## src/rtl/motor_cmd_ramp.sv

```systemverilog
// Duty slew-rate limiter with decel/dead-time/flip sequencing ahead of motor_controller.
// Optional command-loss watchdog: define MOTOR_RAMP_WATCHDOG_EN.
module motor_cmd_ramp #(
  parameter int unsigned DUTY_W         = 10,
  parameter int unsigned STEP           = 8,
  parameter int unsigned TICK_DIV       = 50000,
  parameter int unsigned REV_HOLD_TICKS = 20,
  parameter int unsigned WDOG_TICKS     = 500
) (
  input  logic              CLOCK_50,
  input  logic              reset,
  input  logic              cmd_valid,
  output logic              cmd_ready,
  input  logic              cmd_dir,
  input  logic [DUTY_W-1:0] cmd_duty,
  input  logic              estop,
  output logic              mc_dir,
  output logic [DUTY_W-1:0] mc_duty,
  output logic              at_target,
  output logic              reversing
);

  localparam int unsigned EW   = DUTY_W + 1;
  localparam int unsigned PS_W = (TICK_DIV > 1) ? $clog2(TICK_DIV) : 1;
  localparam int unsigned HC_W = (REV_HOLD_TICKS > 1) ? $clog2(REV_HOLD_TICKS) : 1;

  if (TICK_DIV < 1 || STEP < 1 || REV_HOLD_TICKS < 1 || WDOG_TICKS < 1) begin : g_bad_params
    $error("motor_cmd_ramp: TICK_DIV, STEP, REV_HOLD_TICKS and WDOG_TICKS must be >= 1");
  end

  typedef enum logic [1:0] {ST_RUN, ST_DECEL, ST_HOLD} state_t;

  state_t            state_q, state_d;
  logic [PS_W-1:0]   prescaler_q, prescaler_d;
  logic [HC_W-1:0]   hold_cnt_q, hold_cnt_d;
  logic [DUTY_W-1:0] mc_duty_q, mc_duty_d;
  logic [DUTY_W-1:0] target_q, target_d;
  logic [DUTY_W-1:0] pend_target_q, pend_target_d;
  logic              mc_dir_q, mc_dir_d;
  logic              pend_dir_q, pend_dir_d;

  logic              tick;
  logic              accept;
  logic              wdog_fire;
  logic [EW-1:0]     duty_x, tgt_x, ramp_x;
  logic [DUTY_W-1:0] ramp_duty;

  assign tick      = (prescaler_q == PS_W'(TICK_DIV - 1));
  assign cmd_ready = (state_q != ST_HOLD) && !estop;
  assign accept    = cmd_valid && cmd_ready;

  assign mc_dir    = mc_dir_q;
  assign mc_duty   = mc_duty_q;
  assign at_target = (state_q == ST_RUN) && (mc_duty_q == target_q);
  assign reversing = (state_q == ST_DECEL) || (state_q == ST_HOLD);

  // One slew step toward the current target, in widened arithmetic.
  always_comb begin
    duty_x = {1'b0, mc_duty_q};
    tgt_x  = {1'b0, target_q};
    if (tgt_x > duty_x) begin
      ramp_x = ((tgt_x - duty_x) <= EW'(STEP)) ? tgt_x : duty_x + EW'(STEP);
    end else begin
      ramp_x = ((duty_x - tgt_x) <= EW'(STEP)) ? tgt_x : duty_x - EW'(STEP);
    end
    ramp_duty = DUTY_W'(ramp_x);
  end

`ifdef MOTOR_RAMP_WATCHDOG_EN
  localparam int unsigned WD_W = $clog2(WDOG_TICKS + 1);
  logic [WD_W-1:0] wdog_cnt_q, wdog_cnt_d;

  // Ticks since last accepted command, saturating; fires once on reaching the limit.
  always_comb begin
    wdog_cnt_d = wdog_cnt_q;
    wdog_fire  = 1'b0;
    if (accept) begin
      wdog_cnt_d = '0;
    end else if (tick && (wdog_cnt_q != WD_W'(WDOG_TICKS))) begin
      wdog_cnt_d = wdog_cnt_q + WD_W'(1);
      wdog_fire  = (wdog_cnt_q == WD_W'(WDOG_TICKS - 1));
    end
  end

  always_ff @(posedge CLOCK_50 or posedge reset) begin
    if (reset) wdog_cnt_q <= '0;
    else       wdog_cnt_q <= wdog_cnt_d;
  end
`else
  assign wdog_fire = 1'b0;
`endif

  always_comb begin
    prescaler_d   = tick ? '0 : prescaler_q + PS_W'(1);
    state_d       = state_q;
    hold_cnt_d    = hold_cnt_q;
    mc_duty_d     = mc_duty_q;
    target_d      = target_q;
    pend_target_d = pend_target_q;
    mc_dir_d      = mc_dir_q;
    pend_dir_d    = pend_dir_q;

    if (estop) begin
      mc_duty_d     = '0;
      target_d      = '0;
      pend_target_d = '0;
      pend_dir_d    = mc_dir_q;
      hold_cnt_d    = '0;
      state_d       = ST_RUN;
    end else begin
      unique case (state_q)
        ST_RUN: begin
          if (tick) mc_duty_d = ramp_duty;
          if (accept) begin
            if (cmd_duty == '0) begin
              target_d = '0;
            end else if (cmd_dir == mc_dir_q) begin
              target_d = cmd_duty;
            end else begin
              pend_dir_d    = cmd_dir;
              pend_target_d = cmd_duty;
              target_d      = '0;
              state_d       = ST_DECEL;
            end
          end
        end
        ST_DECEL: begin
          if (tick) mc_duty_d = ramp_duty;
          if (accept && (cmd_dir == mc_dir_q)) begin
            target_d      = cmd_duty;
            pend_target_d = '0;
            pend_dir_d    = mc_dir_q;
            state_d       = ST_RUN;
          end else begin
            if (accept) pend_target_d = cmd_duty;
            if (mc_duty_d == '0) begin
              hold_cnt_d = '0;
              state_d    = ST_HOLD;
            end
          end
        end
        ST_HOLD: begin
          mc_duty_d = '0;
          if (tick) begin
            if (hold_cnt_q == HC_W'(REV_HOLD_TICKS - 1)) begin
              mc_dir_d   = pend_dir_q;
              target_d   = pend_target_q;
              hold_cnt_d = '0;
              state_d    = ST_RUN;
            end else begin
              hold_cnt_d = hold_cnt_q + HC_W'(1);
            end
          end
        end
        default: state_d = ST_RUN;
      endcase
    end

    // Command loss: drop target and abandon any reversal in progress.
    if (wdog_fire) begin
      target_d      = '0;
      pend_target_d = '0;
      pend_dir_d    = mc_dir_q;
      mc_dir_d      = mc_dir_q;
      hold_cnt_d    = '0;
      state_d       = ST_RUN;
    end
  end

  always_ff @(posedge CLOCK_50 or posedge reset) begin
    if (reset) begin
      state_q       <= ST_RUN;
      prescaler_q   <= '0;
      hold_cnt_q    <= '0;
      mc_duty_q     <= '0;
      target_q      <= '0;
      pend_target_q <= '0;
      mc_dir_q      <= 1'b1;
      pend_dir_q    <= 1'b1;
    end else begin
      state_q       <= state_d;
      prescaler_q   <= prescaler_d;
      hold_cnt_q    <= hold_cnt_d;
      mc_duty_q     <= mc_duty_d;
      target_q      <= target_d;
      pend_target_q <= pend_target_d;
      mc_dir_q      <= mc_dir_d;
      pend_dir_q    <= pend_dir_d;
    end
  end

endmodule
```

## config.mk

```make
export PLATFORM = sky130hd
export DESIGN_NAME = motor_cmd_ramp
export DESIGN_NICKNAME = d
export VERILOG_FILES = /design/src/rtl/motor_cmd_ramp.sv
export SDC_FILE = /design/constraint.sdc
export NUM_CORES = 1
export LEC_CHECK = 0
export ABC_CLOCK_PERIOD_IN_PS = 4550
export BUFFER_PORTS_ARGS = -buffer_cell sky130_fd_sc_hd__buf_2
export CAP_MARGIN = 25
export CORE_ASPECT_RATIO = 0.5
export CORE_UTILIZATION = 35
export DETAILED_ROUTE_END_ITERATION = 12
export PLACE_DENSITY = 0.61
export RECOVER_POWER = 50
export SLEW_MARGIN = 25
export SYNTH_ARGS = -nofsm -noshare
export SYNTH_HDL_FRONTEND = slang
export SYNTH_SLANG_ARGS = --single-unit
```

## constraint.sdc

```tcl
create_clock -name CLOCK_50 -period 4.55 [get_ports CLOCK_50]
set_clock_uncertainty 0.05 [all_clocks]
set_input_delay 0.455 -clock CLOCK_50 [delete_from_list [all_inputs] [get_ports CLOCK_50]]
set_output_delay 0.455 -clock CLOCK_50 [all_outputs]
set_load 0.03 [all_outputs]
```

# Word-level counts from Yosys, hierarchy flattened

Index checks and enable logic that the tools add are counted.

Add/subtract/negate cells: 6
Magnitude comparators: 3
Equality and inequality tests: 17
Multiplexer cells: 45
Bitwise operators: 1
Reduce and logical (&&, ||, !) cells: 18

Operators by type and width:

| kind                                                                               | number |
|---|---|
| 10-bit 2-to-1 mux                                                                  | 20 |
| 10-bit one-hot mux with 3 select lines                                             | 2 |
| 5-bit 2-to-1 mux                                                                   | 5 |
| 11-bit by 4-bit less-or-equal comparator with 1-bit output (second input constant) | 2 |
| 10-bit by 10-bit subtractor with 11-bit output                                     | 2 |
| 10-bit zero test                                                                   | 2 |
| 10-bit one-hot mux with 2 select lines                                             | 1 |
| 16-bit by 1-bit adder with 16-bit output (second input constant)                   | 1 |
| 16-bit equality test (second input constant)                                       | 1 |
| 16-bit 2-to-1 mux                                                                  | 1 |
| 2-bit 2-to-1 mux                                                                   | 8 |
| 3-bit != test (second input constant)                                              | 5 |
| 5-bit AND reduction                                                                | 3 |
| 10-bit by 4-bit adder with 10-bit output (second input constant)                   | 1 |
| 10-bit equality test                                                               | 1 |
| 10-bit > comparator                                                                | 1 |
| 5-bit one-hot mux with 2 select lines                                              | 1 |
| 10-bit by 4-bit subtractor with 10-bit output (second input constant)              | 1 |
| 3-bit by 2-bit != test with 1-bit output (second input constant)                   | 3 |
| 4-bit AND reduction                                                                | 2 |
| 2-bit one-hot mux with 3 select lines                                              | 1 |
| 6-bit AND reduction                                                                | 1 |
| 3-bit nonzero test                                                                 | 2 |
| 5-bit by 1-bit adder with 5-bit output (second input constant)                     | 1 |
| 15 further kinds                                                                   | 22 |

Bits in registers: 55
Input port bits: 15
Output and inout port bits: 14
Word-level logic and storage cells: 98

# Logic depth before layout (Yosys ltp)

Depth after elaboration: 12
Gate-level depth with buffers: 17
Mapped depth without buffers: 14

# Worst setup path before layout

Ideal clock, no wire load.

Kind: register to register
Start point: register mc_duty_q[3] (netlist: mc_duty[3])
End point: register hold_cnt_q[4]
Library setup time: 0.092 ns
Arrival: 4.207 ns
Data required time: 4.408 ns
Path slack: 0.202 ns
Cell stages (with the launch flop): 17
Path buffers: 2
Period minus slack after synthesis: 4.348 ns
Cell sequence: dfrtp_1 -> clkbuf_1 -> inv_1 -> ha_1 -> buf_2 -> and4_1 -> a21boi_0 -> or3_1 -> o21ai_1 -> nand2_1 -> o32a_1 -> mux2i_1 -> a41o_1 -> nor4_4 -> and2b_4 -> o21ai_2 -> o31ai_2

Word-level cells in the longest chain between the ends: 10
Elaborated cells on any way between the ends: 16
Those cells by class: 4 x add/sub; 3 x order compare; 1 x eq/ne; 6 x mux; 2 x reduce/logical

Ends and longest elaborated chain:

| element                                                                       | line   | source |
|---|---|---|
| start: declaration                                                            | 36     | `logic [DUTY_W-1:0] mc_duty_q, mc_duty_d;` |
| start signal: assignment                                                      | 184    | `mc_duty_q <= mc_duty_d;` |
| 10-bit by 10-bit subtractor with 11-bit output (on tied branches)             | 64, 62 |  |
| 11-bit by 4-bit less-or-equal comparator with 1-bit output (on tied branches) | 64, 62 |  |
| 10-bit 2-to-1 mux (on tied branches)                                          | 64, 62 |  |
| 10-bit 2-to-1 mux                                                             | 61     | `if (tgt_x > duty_x) begin` |
| 10-bit 2-to-1 mux (*)                                                         | -      |  |
| 10-bit 2-to-1 mux (*)                                                         | 111    | `unique case (state_q)` |
| 10-bit 2-to-1 mux (*)                                                         | 103    | `if (estop) begin` |
| 10-bit zero test (*)                                                          | 136    | `if (mc_duty_d == '0) begin` |
| 3-bit by 2-bit != test with 1-bit output (no line) (*)                        | -      |  |
| 4-bit AND reduction (no line) (*)                                             | -      |  |
| end signal: assignment                                                        | 183    | `hold_cnt_q <= hold_cnt_d;` |
| end: declaration                                                              | 35     | `logic [HC_W-1:0] hold_cnt_q, hold_cnt_d;` |

Mark *: on every way between the ends. The rest lies on a longest branch, timed or not. The select of a mux whose other input is x is not followed.
A chain may end at the register's enable or synchronous reset.

# Worst setup path after layout

Start point: register mc_duty_q[7] (netlist: mc_duty[7])
End point: register hold_cnt_q[4]

Same word-level chain as after synthesis.

==> results.sh <==
export IMPL_status="complete, but fails checks"
export IMPL_violations="capacitance limit, slew limit"
export IMPL_final_nets=634
export IMPL_ios=29
export IMPL_dp_cells=749
export IMPL_synthToLayoutAreaGrowth_pct=12.2
export IMPL_ys_warn_count=0
export IMPL_regArea_sq_um=1380
export IMPL_pwr_density_cell_nw_per_um2=551
export IMPL_htree_levels=2
export IMPL_fillers=1254
export IMPL_dp_hpwl_microns=9740
export IMPL_die_area_sq_um=13400
export IMPL_endpoint_kind="register"
export IMPL_final_max_slew_viol_count=56
export IMPL_yosysTopAreaCellShare_pct=29.4
export IMPL_grt_overflow_total=0
export IMPL_drc=0
export IMPL_clk_path_buf_depth=2
export IMPL_grt_use_total_pct=19.5
export IMPL_setup_viol=0
export IMPL_path_clk_slew_ns=0.07
export IMPL_rsz0062_at_grt="no"
export IMPL_synth_area_sq_um=4520
export IMPL_place_gp_congestion=0.976
export IMPL_rows=28
export IMPL_cp_start_kind="register"
export IMPL_die_h_microns=82.3
export IMPL_core_area_sq_um=12200
export IMPL_grt_pass1_wl_microns=20700
export IMPL_post_synth_top_area_cell="dfrtp_1"
export IMPL_synth_top_flop_cell="dfrtp_1"
export IMPL_dr_pass1_iters=5
export IMPL_grt_max_degree=56
export IMPL_tightest_slew_ns=3.03
export IMPL_cp_required_ns=4.69
export IMPL_synth_async_sr_flop_share_pct=100
export IMPL_whs_ns=0.368
export IMPL_hp_class="in2reg"
export IMPL_yosysUniqueCellTypes=71
export IMPL_hold_viol=0
export IMPL_drt_iter0_markers=419
export IMPL_syn_inst=561
export IMPL_crit_type="reg2reg"
export IMPL_cts_setup_buffers=0
export IMPL_peakVddDrop_uv=216
export IMPL_multi_input_area_sq_um=2880
export IMPL_wl_microns=12900
export IMPL_ys_seq_area_share_pct=30.5
export IMPL_setup_tns_ns=0
export IMPL_max_freq_ghz=0.229
export IMPL_worst_slack_ns=0.184
export IMPL_clk_latency_ns=0.29
export IMPL_initial_core_util_pct=37.0
export IMPL_max_slew_margin_pct=-102
export IMPL_fp_dieW_microns=163
export IMPL_r2r_slack_ns=0.18
export IMPL_numPortBuffers=28
export IMPL_hold_buffers=0
export IMPL_insertedDiodeCount=0
export IMPL_antenna_found_initial=0
export IMPL_drive_gt1_share_pct=12.4
export IMPL_drv_cap=1
export IMPL_ant_nets=0
export IMPL_synth_common_cells="69 x nand2_1, 53 x dfrtp_1, 39 x nor2_1"
export IMPL_synth_area_leaders="dfrtp_1 29%, ha_1 7.8%, nand2_1 5.7%, o21ai_0 4.1%, nor2_1 3.2%"
export IMPL_post_cts_resized=0
export IMPL_cts_sinks=55
export IMPL_cts_inserted_buffers=5
export IMPL_post_route_period_util_pct=95.9
export IMPL_synth_nets=604
export IMPL_synth_edf_count=0
export IMPL_yosysMostFrequentCell="nand2_1"
export IMPL_crit_fanout=9
export IMPL_cts_tree="done"
export IMPL_place_worst_setup_slack_ns=0.270
export IMPL_period_minus_slack_ns=4.37
export IMPL_vias_per_cell=5.85
export IMPL_final_cells=756
export IMPL_grt_pass1_vias=4053
export IMPL_avgSynthCellArea_sq_um=8.05
export IMPL_arrival_ns=4.51
export IMPL_route_detailed_wl_per_inst_microns=17.0
export IMPL_vias=4419
export IMPL_root_buffer="clkbuf_16"
export IMPL_synth_seq_cells=55
export IMPL_power_leakage_nw=2.20
[stage by stage]
step                total power, mW  area (sq um)  util [%]
finish                         2.79          5070      41.6
global route                   2.98          5070      41.6
CTS                            2.76          5070      41.6
detailed placement             2.32          4910      40.3
global placement               2.33          4910      40.3
floorplan                      1.87          4520         -
[worst paths after layout]
check                                    to      startpoint  cells after the start
max                           hold_cnt_q[4]      mc_duty[7]                     15
min                        pend_target_q[2]     cmd_duty[2]                      3
max reg2reg                   hold_cnt_q[4]      mc_duty[7]                     15
min reg2reg                  prescaler_q[0]  prescaler_q[0]                      1
max in group asynchronous        mc_duty[6]           reset                      3
min in group asynchronous        mc_duty[8]           reset                      3
[routing by layer]
layer | up-vias | track usage [%] | share of wire, %
met2 | 167 | 31.4 | 43
met5 | - | 0 | 0
li1 | 2115 | - | -
met4 | 0 | 5.70 | 2.3
met3 | 27 | 2.20 | 5.5
met1 | 2110 | 27.7 | 49
[power by group]
group	internal (mW)	switching [mW]	total, mW
clock	0.257	0.179	0.436
sequential	0.567	0.0598	0.627
combinational	0.644	1.08	1.73
[kinds of logic (layout without fill, tap and decap cells)]
logic type | Yosys count | after routing | synth area share, %
flip-flops | 55 | 55 | 30.5
XOR/XNOR | 20 | 20 | 3.88
multiplexers | 8 | 8 | 1.83
AND/OR/NAND/NOR | 212 | 212 | 23.6
AO/OA/AOI/OAI | 174 | 174 | 26.7
adder cells (fa/ha/maj) | 28 | 28 | 7.76
buffers and inverters | 64 | 94 | 5.74
[placed cells by master, fill, tap and decap left out, types with 22 or more instances in the layout]
cell type	n
o21ai_0	37
nor2_1	39
buf_4	22
nand2_1	69
dfrtp_1	53
buf_2	24
a21oi_1	29
ha_1	28
inv_1	35
[registers in the layout (all words and copies together) (netlist names)]
| register | flops |
|---|---|
| hold_cnt_q | 5 |
| mc_dir | 1 |
| mc_duty | 10 |
| pend_dir_q | 1 |
| pend_target_q | 10 |
| prescaler_q | 16 |
| state_q | 2 |
| target_q | 10 |
[layout make-up]
class / count / area share [%]
repair buffers: 51 / 6.00
clock inverters: 2 / 0.741
clock buffers: 5 / 2.47
inverters: 36 / 2.67
flip-flops and latches: 55 / 27.2
multi-input cells: 442 / 56.8
well taps: 165 / 4.08
[worst max-delay path, stage by stage, from the launching register on]
cell,delay [ns]
dfrtp_1,0.46
inv_1,0.17
ha_1,0.45
and4_1,0.28
o211a_1,0.14
or4b_1,0.46
o221a_2,0.16
and4_2,0.32
or4_4,0.52
a31oi_4,0.21
o22ai_2,0.12
nor4_4,0.26
buf_4,0.20
and2b_4,0.18
o21ai_2,0.08
o31ai_2,0.21
Note: power is estimated with default switching activity, not from simulation.
